--- config.mk ---
export PLATFORM = sky130hd
export DESIGN_NAME = ks_sum_stage
export DESIGN_NICKNAME = d
export VERILOG_FILES = /design/src/rtl/ks_sum_stage.sv
export SDC_FILE = /design/constraint.sdc
export NUM_CORES = 1
export LEC_CHECK = 0
export CAP_MARGIN = 0
export CORE_MARGIN = 10
export CORE_UTILIZATION = 40
export DETAILED_ROUTE_END_ITERATION = 10
export PLACE_DENSITY_LB_ADDON = 0.1
export SETUP_SLACK_MARGIN = 0.05
export SKIP_LAST_GASP = 1
export SYNTH_ARGS = -nofsm -noshare
export SYNTH_HDL_FRONTEND = slang
export SYNTH_SLANG_ARGS = --single-unit
--- constraint.sdc ---
create_clock -name i_clk -period 3.8 [get_ports i_clk]
set_input_delay 0.76 -clock i_clk [delete_from_list [all_inputs] [get_ports i_clk]]
set_output_delay 0.76 -clock i_clk [all_outputs]
set_load 0.05 [all_outputs]
--- src/rtl/ks_sum_stage.sv ---
// ---------------------------------------------------------------------------
// ks_sum_stage
//   Final stage of the pipelined Kogge-Stone adder/subtractor. It takes the
//   carry vector from the last prefix stage and the saved bit propagates. From
//   these it forms the sum and the flags (carry, overflow, zero, negative). It
//   then registers the result behind a valid/ready interface, using a 2-entry
//   skid buffer (output register + skid register).
//
// Handshake: a beat moves on a rising edge when its valid and ready are both
//   high. Upstream must hold i_valid and its data stable while o_ready is low.
//   o_* stay stable while o_valid & !i_ready.
//
// Ports
//   i_clk, i_rst        clock (rising edge), asynchronous active-high reset
//   i_valid / o_ready   upstream handshake (o_ready is registered)
//   i_c0                carry-in (1 = subtract)
//   i_gk                group generates; bit i = carry out of bit i
//   i_p_save            bit propagates a[i]^b[i]
//   o_valid / i_ready   downstream handshake
//   o_sum, o_cout, o_ovf, o_zero, o_neg   registered result and flags
//   o_count             delivered results since reset (wraps)
// ---------------------------------------------------------------------------
module ks_sum_stage #(
   parameter int WIDTH = 32,
   parameter int CNT_W = 16
) (
   input  logic             i_clk,
   input  logic             i_rst,
   input  logic             i_valid,
   output logic             o_ready,
   input  logic             i_c0,
   input  logic [WIDTH-1:0] i_gk,
   input  logic [WIDTH-1:0] i_p_save,
   output logic             o_valid,
   input  logic             i_ready,
   output logic [WIDTH-1:0] o_sum,
   output logic             o_cout,
   output logic             o_ovf,
   output logic             o_zero,
   output logic             o_neg,
   output logic [CNT_W-1:0] o_count
);

   // Occupancy: EMPTY = nothing held, ONE = output reg full,
   // TWO = output reg and skid reg full.
   typedef enum logic [1:0] {
      S_EMPTY = 2'd0,
      S_ONE   = 2'd1,
      S_TWO   = 2'd2
   } state_t;

   // Result record layout: {sum, cout, ovf, zero, neg}
   localparam int RW = WIDTH + 4;

   state_t           state, state_nxt;
   logic             ready_q;
   logic [RW-1:0]    out_q, skid_q;
   logic [CNT_W-1:0] count_q;

   logic [WIDTH-1:0] carry, sum_new;
   logic [RW-1:0]    res_new;
   logic             accept, deliver;
   logic             load_out_new, load_out_skid, load_skid;

   // Carry into bit i is the group generate of bit i-1; bit 0 takes the carry-in.
   always_comb begin
      carry   = {i_gk[WIDTH-2:0], i_c0};
      sum_new = i_p_save ^ carry;
      res_new = {sum_new,
                 i_gk[WIDTH-1],
                 i_gk[WIDTH-1] ^ i_gk[WIDTH-2],
                 (sum_new == '0),
                 sum_new[WIDTH-1]};
   end

   assign o_valid = (state != S_EMPTY);
   assign o_ready = ready_q;
   assign accept  = i_valid & ready_q;
   assign deliver = o_valid & i_ready;

   // Next-state logic and register load enables
   always_comb begin
      state_nxt     = state;
      load_out_new  = 1'b0;
      load_out_skid = 1'b0;
      load_skid     = 1'b0;
      case (state)
         S_EMPTY: begin
            if (accept) begin
               load_out_new = 1'b1;
               state_nxt    = S_ONE;
            end
         end
         S_ONE: begin
            if (accept && deliver) begin
               load_out_new = 1'b1;
            end else if (accept) begin
               load_skid = 1'b1;
               state_nxt = S_TWO;
            end else if (deliver) begin
               state_nxt = S_EMPTY;
            end
         end
         S_TWO: begin
            // o_ready is low here, so no new beat can arrive
            if (deliver) begin
               load_out_skid = 1'b1;
               state_nxt     = S_ONE;
            end
         end
         default: state_nxt = S_EMPTY;
      endcase
   end

   always_ff @(posedge i_clk or posedge i_rst) begin
      if (i_rst) begin
         state   <= S_EMPTY;
         ready_q <= 1'b1;
      end else begin
         state   <= state_nxt;
         ready_q <= (state_nxt != S_TWO);
      end
   end

   always_ff @(posedge i_clk or posedge i_rst) begin
      if (i_rst) begin
         out_q  <= '0;
         skid_q <= '0;
      end else begin
         if (load_out_new)
            out_q <= res_new;
         else if (load_out_skid)
            out_q <= skid_q;
         if (load_skid)
            skid_q <= res_new;
      end
   end

   always_ff @(posedge i_clk or posedge i_rst) begin
      if (i_rst)
         count_q <= '0;
      else if (deliver)
         count_q <= count_q + {{(CNT_W-1){1'b0}}, 1'b1};
   end

   assign o_sum   = out_q[RW-1:4];
   assign o_cout  = out_q[3];
   assign o_ovf   = out_q[2];
   assign o_zero  = out_q[1];
   assign o_neg   = out_q[0];
   assign o_count = count_q;

endmodule

==> qor.yml <==
status: "finished clean"
holdWs_ns: 0.487
start_util: 0.406
cp_slowest_cell: "clkdlybuf4s50_1"
fp.coreArea_mm2: 0.0102
synthTopCellsByArea: "dfrtp_1 (53%), mux2_2 (8.7%), xor2_1 (8.0%)"
first_global_vias: 3212
grt_usage: 0.143
fmax_ghz: 0.367
antenna_cells: 0
yosysTopAreaCell: "dfrtp_1"
crit_type: "flop to output pin"
wl_per_cell_um: 16.8
p_leak_nw: 2.57
synth.distinct_cells: 40
fill_cells: 912
rows: 37
yosysMostFrequentCell: "dfrtp_1"
dieHeight_um: 122
synth_warnings: 0
yosysSeqAreaShare: 0.536
drtIter0Drc: 130
post-place-ws_ns: 1.10
drc_errors: 0
cts_tree: "done"
setup_slack_ns: 1.08
dieArea_mm2: 0.0149
grt-ovfl-total: 0
cp-end-kind: "output pin"
vias_per_cell: 4.91
grt_pass1_wl_mm: 16.9
cts_resized: 0
fin_crit_ns: 2.72
synth_common_cells: "dfrtp_1 (88), nand2_1 (44), xor2_1 (38)"
vias: 3013
yosysTopAreaCellShare: 0.530
critPathTopFamily: "buffers and inverters"
drive_gt1_frac: 0.119
gp_congestion: 0.742
arrival_ns: 1.96
clk_pin_slew_worst_paths_ns: 0.08
start_kind: "flop"
synthArstFlopShare: 1.00
hp-class: "flop to flop"
path_cells: "or2_2 > clkdlybuf4s50_1"
cap_violations: 0
cts_setup_buffers: 0
io_pins: 123
dp_hpwl_mm: 7.70
synth_edf_count: 0
antenna_found_initial: 0
worst_clock_skew_ns: 0.0101
fin_setup_tns_ns: 0
cts_buffers: 9
cts-root-buf: "clkbuf_8"
slew_viol_final: 0
clock_path_buffers: 2
drtPass1Iterations: 4
post-route-period-util: 0.716
cts_hold_buf: 0
p_per_area_mw_per_mm2: 768
cts_max_level: 3
grt_max_degree: 67
final-hold-violation-count: 0
io_buffer_count: 122
area_growth_pct: 37.3
finalSetupViolations: 0
clk_latency_ns: 0.35
synth-seq-cells: 89
cts.sinks: 89
netlist_area_mm2: 0.00416
synth_fp_nets: 422
avgSynthCellArea_um2: 11.8
postRouteWirelength_mm: 10.3
irDropWorstVdd_uv: 387
cp_max_fo: 12
nNetsFinal: 543
worst_slew_pin_slew_ns: 0.939
path_buf_inv: 1
dieWidth_um: 122
slowest_delay_ns: 0.80
syn_inst: 352
ant_nets: 0
rsz0062_at_grt: "false"
worstPathRequired_ns: 3.04
synth_ff_type: "dfrtp_1"
timing.slew.headroom: 0.373
finalPower_mw: 4.39
path summary, 6_finish.rpt:
check,startpoint,slack (ns),cells past startpoint,to
worst max-delay path,state[1]$_DFF_PP0_,1.08,2,o_valid
worst min-delay path,skid_q[1]$_DFFE_PP0P_,0.49,2,skid_q[1]$_DFFE_PP0P_
worst max register to register,state[1]$_DFF_PP0_,1.93,5,out_q[1]$_DFFE_PP0P_
worst min register to register,skid_q[1]$_DFFE_PP0P_,0.49,2,skid_q[1]$_DFFE_PP0P_
max in group asynchronous,i_rst,2.19,3,out_q[7]$_DFFE_PP0P_
min in group asynchronous,i_rst,0.91,2,skid_q[12]$_DFFE_PP0P_
state kept, by name, indices dropped and copies added (netlist names):
signal,cells
out_q,35
skid_q,35
o_count,16
state,2
o_ready,1
cells by family after synthesis:
group | after synthesis | synth area share
xor+xnor | 48 | 0.101
flops | 89 | 0.536
fa+ha+maj | 1 | 0.00301
mux | 68 | 0.174
simple gates | 82 | 0.0978
buf+inv | 20 | 0.0301
compound gates | 44 | 0.0578
cell type report:
class | count | area, um^2 | share of cell area
Clock buffer | 11 | 131 | 0.0230
Clock inverter | 5 | 80.1 | 0.0140
Inverter | 3 | 12.5 | 0.00219
Multi-Input combinational cell | 243 | 1820 | 0.318
Sequential cell | 89 | 2230 | 0.390
Tap cell | 136 | 170 | 0.0298
Timing Repair Buffer | 127 | 1270 | 0.223
stage by stage:
step,area (um^2),utilization,cells
floorplan,4160,-,352
global placement,5500,0.537,598
detailed placement,5500,0.537,598
CTS,5710,0.558,614
global route,5710,0.558,614
finish,5710,0.558,614
layer usage:
layer	GRT usage	share of wire
met3	0.0523	0.091
met2	0.220	0.45
met5	0	0
met1	0.184	0.45
met4	0.0425	0.0079
worst min-delay path, stage by stage (launching register included):
cell	delay, ns
dfrtp_1	0.35
nand2b_1	0.05
o31ai_1	0.05
power breakdown:
part | internal [mW] | switching (mW) | total [mW]
clock | 0.370 | 0.324 | 0.694
combinational | 0.798 | 1.28 | 2.08
sequential | 1.35 | 0.257 | 1.61
total | 2.52 | 1.86 | 4.39
cells in the final DEF, fill, tap and decap left out, types with 3 or more instances in the layout:
cell type	n
nand2_1	44
xnor2_1	10
clkdlybuf4s50_1	122
mux2i_1	33
clkbuf_8	9
buf_4	4
nand4_1	5
o21ai_0	32
mux2_2	32
nand2b_1	3
xor2_1	38
and3_1	3
nor2_1	5
dfrtp_1	88
mux2_1	3
a21oi_1	3
nor4_1	9
Note: power is estimated with default switching activity, not from simulation.
